**src/rtl/sd_arb_pkg.sv**
```systemverilog
// sd_arb_pkg: shared FSM state type and constant clog2 helper for the SD port arbiter
package sd_arb_pkg;
  typedef enum logic [2:0] {IDLE, ISSUE, WAIT_BUSY, XFER, DRAIN, DONE} state_t;
  function automatic int clog2(input logic [63:0] v);
    int r;
    r = 0;
    while ((64'd1 << r) < v) r++;
    return r;
  endfunction
endpackage

```
**src/rtl/sd_rr_picker.sv**
```systemverilog
// sd_rr_picker: combinational round-robin chooser; req vector + ptr in, one-hot gnt + idx of first requester after ptr out
module sd_rr_picker
  import sd_arb_pkg::*;
#(
  parameter int NUM_PORTS = 4,
  parameter int IW = clog2(NUM_PORTS)
) (
  input  logic [NUM_PORTS-1:0] req,
  input  logic [IW-1:0]        ptr,
  output logic [NUM_PORTS-1:0] gnt,
  output logic [IW-1:0]        idx
);
  logic [IW-1:0] pi;
  always_comb begin
    gnt = '0;
    idx = '0;
    pi = '0;
    for (int k = NUM_PORTS; k >= 1; k--) begin
      pi = IW'((int'(ptr) + k) % NUM_PORTS);
      if (req[pi]) begin
        gnt = '0;
        gnt[pi] = 1'b1;
        idx = pi;
      end
    end
  end
endmodule

```
**src/rtl/sd_port_arb.sv**
```systemverilog
// sd_port_arb: round-robin multi-client front end for the SD SPI controller; cli_* client ports, ctl_* controller ports, per-request done/timeout-error pulses
module sd_port_arb
  import sd_arb_pkg::*;
#(
  parameter int NUM_PORTS = 4,
  parameter int ADDR_W = 32,
  parameter int DATA_W = 16,
  parameter int TIMEOUT_CYC = 2_000_000
) (
  input  logic                        clk,
  input  logic                        reset,
  input  logic [NUM_PORTS-1:0]        cli_req,
  input  logic [NUM_PORTS-1:0]        cli_we,
  input  logic [NUM_PORTS*ADDR_W-1:0] cli_addr,
  input  logic [NUM_PORTS*DATA_W-1:0] cli_wdata,
  output logic [NUM_PORTS-1:0]        cli_ack,
  output logic [NUM_PORTS-1:0]        cli_wreq,
  output logic [NUM_PORTS-1:0]        cli_rvalid,
  output logic [DATA_W-1:0]           cli_rdata,
  output logic [NUM_PORTS-1:0]        cli_done,
  output logic [NUM_PORTS-1:0]        cli_err,
  input  logic                        ctl_init_done,
  output logic                        ctl_write_start,
  output logic                        ctl_read_start,
  output logic [ADDR_W-1:0]           ctl_addr,
  output logic [DATA_W-1:0]           ctl_write_data,
  input  logic                        ctl_write_busy,
  input  logic                        ctl_read_busy,
  input  logic                        ctl_write_request,
  input  logic                        ctl_read_enable,
  input  logic [DATA_W-1:0]           ctl_read_data
);
  localparam int IW = clog2(NUM_PORTS);
  localparam int CW = clog2(64'(TIMEOUT_CYC) + 64'd1);
  localparam logic [CW-1:0] TMAX = CW'(TIMEOUT_CYC);
  state_t state, nxt;
  logic [IW-1:0] g_idx, rr_ptr, pick_idx;
  logic [NUM_PORTS-1:0] g_oh, pick_gnt;
  logic we_q, sbusy, tout, go;
  logic [ADDR_W-1:0] addr_q;
  logic [CW-1:0] tcnt;
  sd_rr_picker #(.NUM_PORTS(NUM_PORTS)) u_pick (
    .req(cli_req),
    .ptr(rr_ptr),
    .gnt(pick_gnt),
    .idx(pick_idx)
  );
  assign sbusy = we_q ? ctl_write_busy : ctl_read_busy;
  assign tout = tcnt == TMAX;
  assign go = ctl_init_done && !ctl_write_busy && !ctl_read_busy && |cli_req;
  assign ctl_addr = addr_q;
  assign ctl_write_data = cli_wdata[g_idx*DATA_W +: DATA_W];
  assign cli_rdata = ctl_read_data;
  always_ff @(posedge clk or posedge reset)
    if (reset) state <= IDLE;
    else state <= nxt;
  always_comb begin
    nxt = state;
    case (state)
      IDLE:      nxt = go ? ISSUE : IDLE;
      ISSUE:     nxt = WAIT_BUSY;
      WAIT_BUSY: nxt = sbusy ? XFER : tout ? IDLE : WAIT_BUSY;
      XFER:      nxt = !sbusy ? DONE : tout ? DRAIN : XFER;
      DRAIN:     nxt = sbusy ? DRAIN : IDLE;
      DONE:      nxt = IDLE;
      default:   nxt = IDLE;
    endcase
  end
  always_comb begin
    cli_ack = state == ISSUE ? g_oh : '0;
    ctl_write_start = state == ISSUE && we_q;
    ctl_read_start = state == ISSUE && !we_q;
    cli_wreq = state == XFER && ctl_write_request ? g_oh : '0;
    cli_rvalid = state == XFER && ctl_read_enable ? g_oh : '0;
    cli_done = state == DONE ? g_oh : '0;
    cli_err = tout && ((state == WAIT_BUSY && !sbusy) || (state == XFER && sbusy)) ? g_oh : '0;
  end
  always_ff @(posedge clk or posedge reset)
    if (reset) begin
      g_idx <= '0;
      g_oh <= '0;
      we_q <= 1'b0;
      addr_q <= '0;
      tcnt <= '0;
      rr_ptr <= IW'(NUM_PORTS - 1);
    end else begin
      if (state == IDLE && go) begin
        g_idx <= pick_idx;
        g_oh <= pick_gnt;
        we_q <= cli_we[pick_idx];
        addr_q <= cli_addr[pick_idx*ADDR_W +: ADDR_W];
      end
      if (state == ISSUE) tcnt <= '0;
      else if ((state == WAIT_BUSY || state == XFER) && !tout) tcnt <= tcnt + 1'b1;
      if (state == DONE) rr_ptr <= g_idx;
    end
endmodule

```
**config.mk**
```make
export PLATFORM = sky130hd
export DESIGN_NAME = sd_port_arb
export DESIGN_NICKNAME = d
export VERILOG_FILES = /design/src/rtl/sd_arb_pkg.sv /design/src/rtl/sd_rr_picker.sv /design/src/rtl/sd_port_arb.sv
export SDC_FILE = /design/constraint.sdc
export NUM_CORES = 1
export LEC_CHECK = 0
export BUFFER_PORTS_ARGS = -buffer_cell sky130_fd_sc_hd__buf_4
export CORE_AREA = 3 3 120 122
export CTS_BUF_LIST = sky130_fd_sc_hd__clkbuf_4 sky130_fd_sc_hd__clkbuf_8
export DETAILED_ROUTE_END_ITERATION = 8
export DIE_AREA = 0 0 123 125
export GPL_ROUTABILITY_DRIVEN = 0
export PLACE_DENSITY_LB_ADDON = 0.15
export SYNTH_ARGS = -nofsm -noshare
export SYNTH_HDL_FRONTEND = slang
export SYNTH_SLANG_ARGS = --single-unit
```
**constraint.sdc**
```tcl
create_clock -name clk -period 5.3 [get_ports clk]
set_input_delay 0.53 -clock clk [delete_from_list [all_inputs] [get_ports clk]]
set_output_delay 0.53 -clock clk [all_outputs]
set_load 0.02 [all_outputs]
```
# Word-level counts from Yosys, hierarchy flattened
# Index checks and enable logic that the tools add are counted.
[classes] mul=0 bitwise=0 div=0 mux=41 n_addsub=5 magnitude_cmp=9 reduce_logical=26 n_shift=2 n_eq_ne=6
[ops] operator="$shiftx 128x8->32" n=1
[ops] operator="$shiftx 64x7->16" n=1
[ops] operator="$mux 21" n=2
[ops] operator="$mux 4" n=9
[ops] operator="$add 21x1->21 const B" n=1
[ops] operator="$eq 21x21->1 const B" n=1
[ops] operator="$logic_and 1x1->1" n=16
[ops] operator="$lt 2x3->1 const B" n=5
[ops] operator="$pmux 3 s5" n=1
[ops] operator="$mux 2" n=6
[ops] operator="$mux 1" n=11
[ops] operator="$bmux 1 s2" n=5
[ops] operator="$mux 3" n=3
[ops] operator="$demux 1 s2" n=4
[ops] operator="$ge 2x1->1 const B" n=4
[ops] operator="$eq 3x2->1 const B" n=2
[ops] operator="$eq 3x3->1 const B" n=2
[ops] operator="$logic_not 1->1" n=5
[ops] operator="$add 2x1->2 const B" n=2
[ops] operator="$add 2x2->2 const B" n=2
[ops] operator="$reduce_or 4->1" n=1
[ops] operator="$eq 3x1->1 const B" n=1
[ops] operator="$logic_not 3->1" n=1
[ops] operator="$logic_or 1x1->1" n=2
[ops] operator="$reduce_bool 2->1" n=1
[totals] out_inout_bits=86 latch_bits=0 ff_bits=65 ramBits=0 n_memories=0 romBits=0

# Logic depth before layout (Yosys ltp)
[depth] word_depth=9 depth_mapped=11 mapped_depth_nobuf=7

# Hierarchy
# A second synthesis with hierarchy kept.
[unflattened] hier_cells=406 area_unflattened_um2=4941.0
[modules_own_cells] mod="sd_port_arb" seq_area_each_um2=1629.1 cells_each=344 n_inst=1 area_each_um2=4416.7
[modules_own_cells] mod="sd_rr_picker" seq_area_each_um2=0.0 cells_each=62 n_inst=1 area_each_um2=524.3

# Worst setup path before layout
# Ideal clock, no wire load.
[synth_path] path_kind="register to register" start="register rr_ptr[1]" end="register addr_q[26] (netlist: ctl_addr[26])" setup_ns=0.142 period_less_slack_ns=2.654 t_arrival_ns=2.511 stages_incl_launch_ff=12 path_slack_ns=2.646 required_ns=5.158 path_cell_list="dfstp_2 buf_2 inv_1 ha_1 clkbuf_1 mux2_1 a31oi_1 o21ai_1 buf_6 buf_6 mux2i_1 o221ai_1"
[synth_via] elab_chain_cells=8 word_cells_on_any_way=17 classes_between="4 x add/sub; 1 x shift; 12 x mux"
[synth_rtl] item="start: declaration" line="sd_port_arb.sv:37" source="logic [IW-1:0] g_idx, rr_ptr, pick_idx;"
[synth_rtl] item="start signal: assignment" line="sd_port_arb.sv:85" source="rr_ptr <= IW'(NUM_PORTS - 1);"
[synth_rtl] item="start signal: assignment" line="sd_port_arb.sv:95" source="if (state == DONE) rr_ptr <= g_idx;"
[synth_rtl] item="$add 2x1->2" line="sd_rr_picker.sv:19" source="pi = IW'((int'(ptr) + k) % NUM_PORTS);"
[synth_rtl] item="$bmux 1 s2" line="sd_rr_picker.sv:20" source="if (req[pi]) begin"
[synth_rtl] item="$mux 1 (not written as such)" line="sd_rr_picker.sv:20"
[synth_rtl] item="$mux 2 (3 in series)" line="sd_rr_picker.sv:20"
[synth_rtl] item="$mux 2 *" line="sd_rr_picker.sv:20"
[synth_rtl] item="$shiftx 128x8->32 *" line="sd_port_arb.sv:91" source="addr_q <= cli_addr[pick_idx*ADDR_W +: ADDR_W];"
[synth_rtl] item="end signal: assignment" line="sd_port_arb.sv:91"
[synth_rtl] item="end: declaration" line="sd_port_arb.sv:40" source="logic [ADDR_W-1:0] addr_q;"
# Every way passes the cells marked *; elsewhere a longest branch is shown, timed or not. The select of a mux whose other input is x is not followed.
# A chain may end at the register's enable or synchronous reset.

# Worst setup path after layout
[layout_path] start="register rr_ptr[0]" end="register addr_q[15] (netlist: ctl_addr[15])"
# The elaborated chain is that of the path after synthesis.

==> metrics.md <==
| Metric | Value |
|---|---|
| Outcome | completed |
| Setup TNS | 0 ps |
| H-tree depth | 3 |
| Initial antenna violation count | 0 |
| Clk root buf | clkbuf_8 |
| Critical path's largest stage delay | 700 ps |
| Core ar. | 0.0133 mm2 |
| Largest net degree at the start of global routing | 66 |
| Crit path time final | 3590 ps |
| P_leak | 3.37 nW |
| Synth warnings | 0 |
| Die Width | 123 um |
| DR pass1 iterations | 4 |
| Slew Limit Fails | 0 |
| CTS tree | built |
| Main combinational cell family by area after synthesis | multiplexers |
| Crit path arrival time | 3780 ps |
| Critical path buffer and inverter count | 2 |
| Initial core utilization | 35.3% |
| Routed WL | 17.1 mm |
| Die ar. | 0.0154 mm2 |
| Global Route Usage Sum | between 20% and 30% |
| Post-synthesis xor/xnor area fraction | 2.98% |
| Total grt overflow | 0 |
| Critical path class | reg2reg |
| Clock slew at reported path FFs | 80 ps |
| Commonest non-fill, non-tap cell in the layout | buf_4 |
| Relative slew slack | 27.8% |
| # port buffers | 276 |
| Pre-CTS setup slack | ~1700 ps |
| # diodes | 0 |
| RSZ-0062 raised after global routing | no |
| Worst Setup Start Kind | register |
| # rows | 42 |
| Total number of vias | about 4800 |
| Avg Inst Size Synth | 9.62 um2 |
| Top post-synthesis cells by area | dfrtp_1 34%, mux2i_1 13%, mux4_2 8.6% |
| Net count, final | roughly 960 |
| Cts-stage hold buffer count | 0 |
| Max Root-Sink Buffers | 2 |
| Cell taking the most area after synthesis | dfrtp_1 |
| Vias in the first global route | 4912 |
| Critical-path cell list | inv_1 -> ha_1 -> mux2i_1 -> a211oi_2 -> o21ai_4 -> buf_4 -> mux2i_1 -> o221ai_1 |
| Final design utilization | 52.3% |
| Drt wl/cell | 18.8 um |
| Post-DR vias/cell | 5.30 |
| CP delay by family, top | compound AO/OA/AOI/OAI gates |
| Hold crit path type | in2reg |
| Compound-Gate Fraction of Synth Area | 14.2% |
| Synth Area in Simple Gates | 17.2% |
| CP Capture Type | register |
| Area grow syn2layout | 48.2% |
| Slowest cell on the critical path | dfstp_2 |
| Ports | 309 |
| Power Density | 473 mW/mm2 |
| Synthesized area | between 0.004 and 0.005 mm2 |
| Post-Synth Adder-Cell Area | 1.60% |
| First-pass GRT wire length | 25.7 mm |
| Setup ws final | 1710 ps |
| Max-cap check violation count | 0 |
| FMAX | 0.279 GHz |
| Clock Skews | 14.1 ps |
| Crit-path max FO | 22 |
| Slew @ Worst Pin | 1080 ps |
| Post-DP Area | between 0.006 and 0.007 mm2 |
| Seq cells post-synth | between 60 and 70 |
| Final Hold Vio Count | 0 |
| Commonest non-fill, non-tap cells in the layout | 280 x buf_4, 63 x dfrtp_1, 62 x mux2i_1 |
| Period Utilization, post-route | 67.7% |
| Post-cts resize count | 0 |
| Layout cells sized above 1 | 43.7% |
| DP Wirelength | about 13 mm |
| CTS sink count | 65 |
| Sequential fraction of the synthesis area | between 30% and 40% |
| Routed Antenna Nets | 0 |
| Cells after Synth | 488 |
| Required @ worst endpoint | 5490 ps |
| Clock Latency Late Sink | 360 ps |
| Layout Cell Area excl Fill | 0.00696 mm2 |
| Crit-path most repeated cell | mux2i_1 |
| Synthesized Nets | 717 |
| Drt initial violations | 199 |
| Worst VDD drop | 0.333 mV |
| Post-synth cell types | 45 |
| Clock buffer count from CTS | 9 |
| Die Ht | 125 um |
| Top-area cell type share of the netlist area | 33.6% |
| Final setup fails | 0 |
| Post-synthesis mux area share | 22.1% |
| Setup repair bufs after CTS | 0 |
| DRC Markers | 0 |
## report_power, final
part | internal, mW | switching [mW]
combinational | 0.907 | 1.01
clock | 0.266 | 0.206
sequential | 0.681 | 0.225
total | 1.85 | 1.44
## per-layer routing
metal  global-route usage (%)  up-vias  wire, um
li1                         -     2277         -
met1                     24.2     2299      6380
met5                        0        -         0
met3                     5.83       42      1490
met2                     37.3      209      8670
met4                     9.32        0       535
## final cells by class
class / instances / area (um2)
Fill cell: 1227 / 6340
Tap cell: 176 / 220
Clock inverter: 2 / 35.0
Multi-Input combinational cell: 360 / 2740
Sequential cell: 65 / 1630
Inverter: 13 / 48.8
Clock buffer: 14 / 180
Timing Repair Buffer: 280 / 2100
## worst min-delay path: stages
cell and delay (ps):
buf_4 110, nand2_1 50, a221oi_1 60
## through the flow
step | std cells | hold WS [ps] | power [mW]
after CTS | 910 | 411 | 3.32
after detailed placement | 894 | 475 | 2.84
after global routing | 910 | 419 | 3.50
after floorplan | 488 | 495 | 2.19
final | 910 | 429 | 3.29
after global placement | 894 | 474 | 2.80
## registers in the layout, summed over array words and instances (netlist names)
| name | count |
|---|---|
| tcnt | 21 |
| we_q | 1 |
| state | 3 |
| rr_ptr | 2 |
| g_idx | 2 |
| ctl_addr | 32 |
| g_oh | 4 |
## worst paths after layout
| kind | slack, ps | startpoint | cells after the start | endpoint |
|---|---|---|---|---|
| max | 1710 | rr_ptr[0]$_DFFE_PP1N_ | 8 | ctl_addr[15]$_DFFE_PP0P_ |
| min | 430 | cli_addr[49] | 3 | ctl_addr[17]$_DFFE_PP0P_ |
| max reg2reg | 1710 | rr_ptr[0]$_DFFE_PP1N_ | 8 | ctl_addr[15]$_DFFE_PP0P_ |
| min reg2reg | 500 | ctl_addr[7]$_DFFE_PP0P_ | 2 | ctl_addr[7]$_DFFE_PP0P_ |
| max in group asynchronous | 4280 | reset | 3 | tcnt[2]$_DFFE_PP0P_ |
| min in group asynchronous | 440 | reset | 3 | ctl_addr[0]$_DFFE_PP0P_ |
## cell usage after synthesis (all sizes together)
master   n
mux2     1
nand4b   1
o22ai    1
mux2i   62
nand2b   4
nand3    8
dfrtp   63
mux4    18
nor3    10
and3     4
o32a     2
o21ai   18
o21a     1
xnor2   12
a21o     1
ha       6
o221ai  23
clkbuf  21
xor2     4
a211oi  18
nor4     6
and4     2
o32ai    1
or4      2
nand2   54
a221oi  11
a31oi    2
nor2    39
or3      3
nand4    4
dfstp    2
nor2b    4
buf     29
and2    22
a21oi    8
a22o     4
inv     13
nor4b    1
nand3b   1
nor3b    2
## cells by family after synthesis
family,count (synthesis)
compound gates,90
xor+xnor,16
fa+ha+maj,6
buf+inv,63
flops,65
mux,81
simple gates,167
Power figures use the tool's default switching activity.
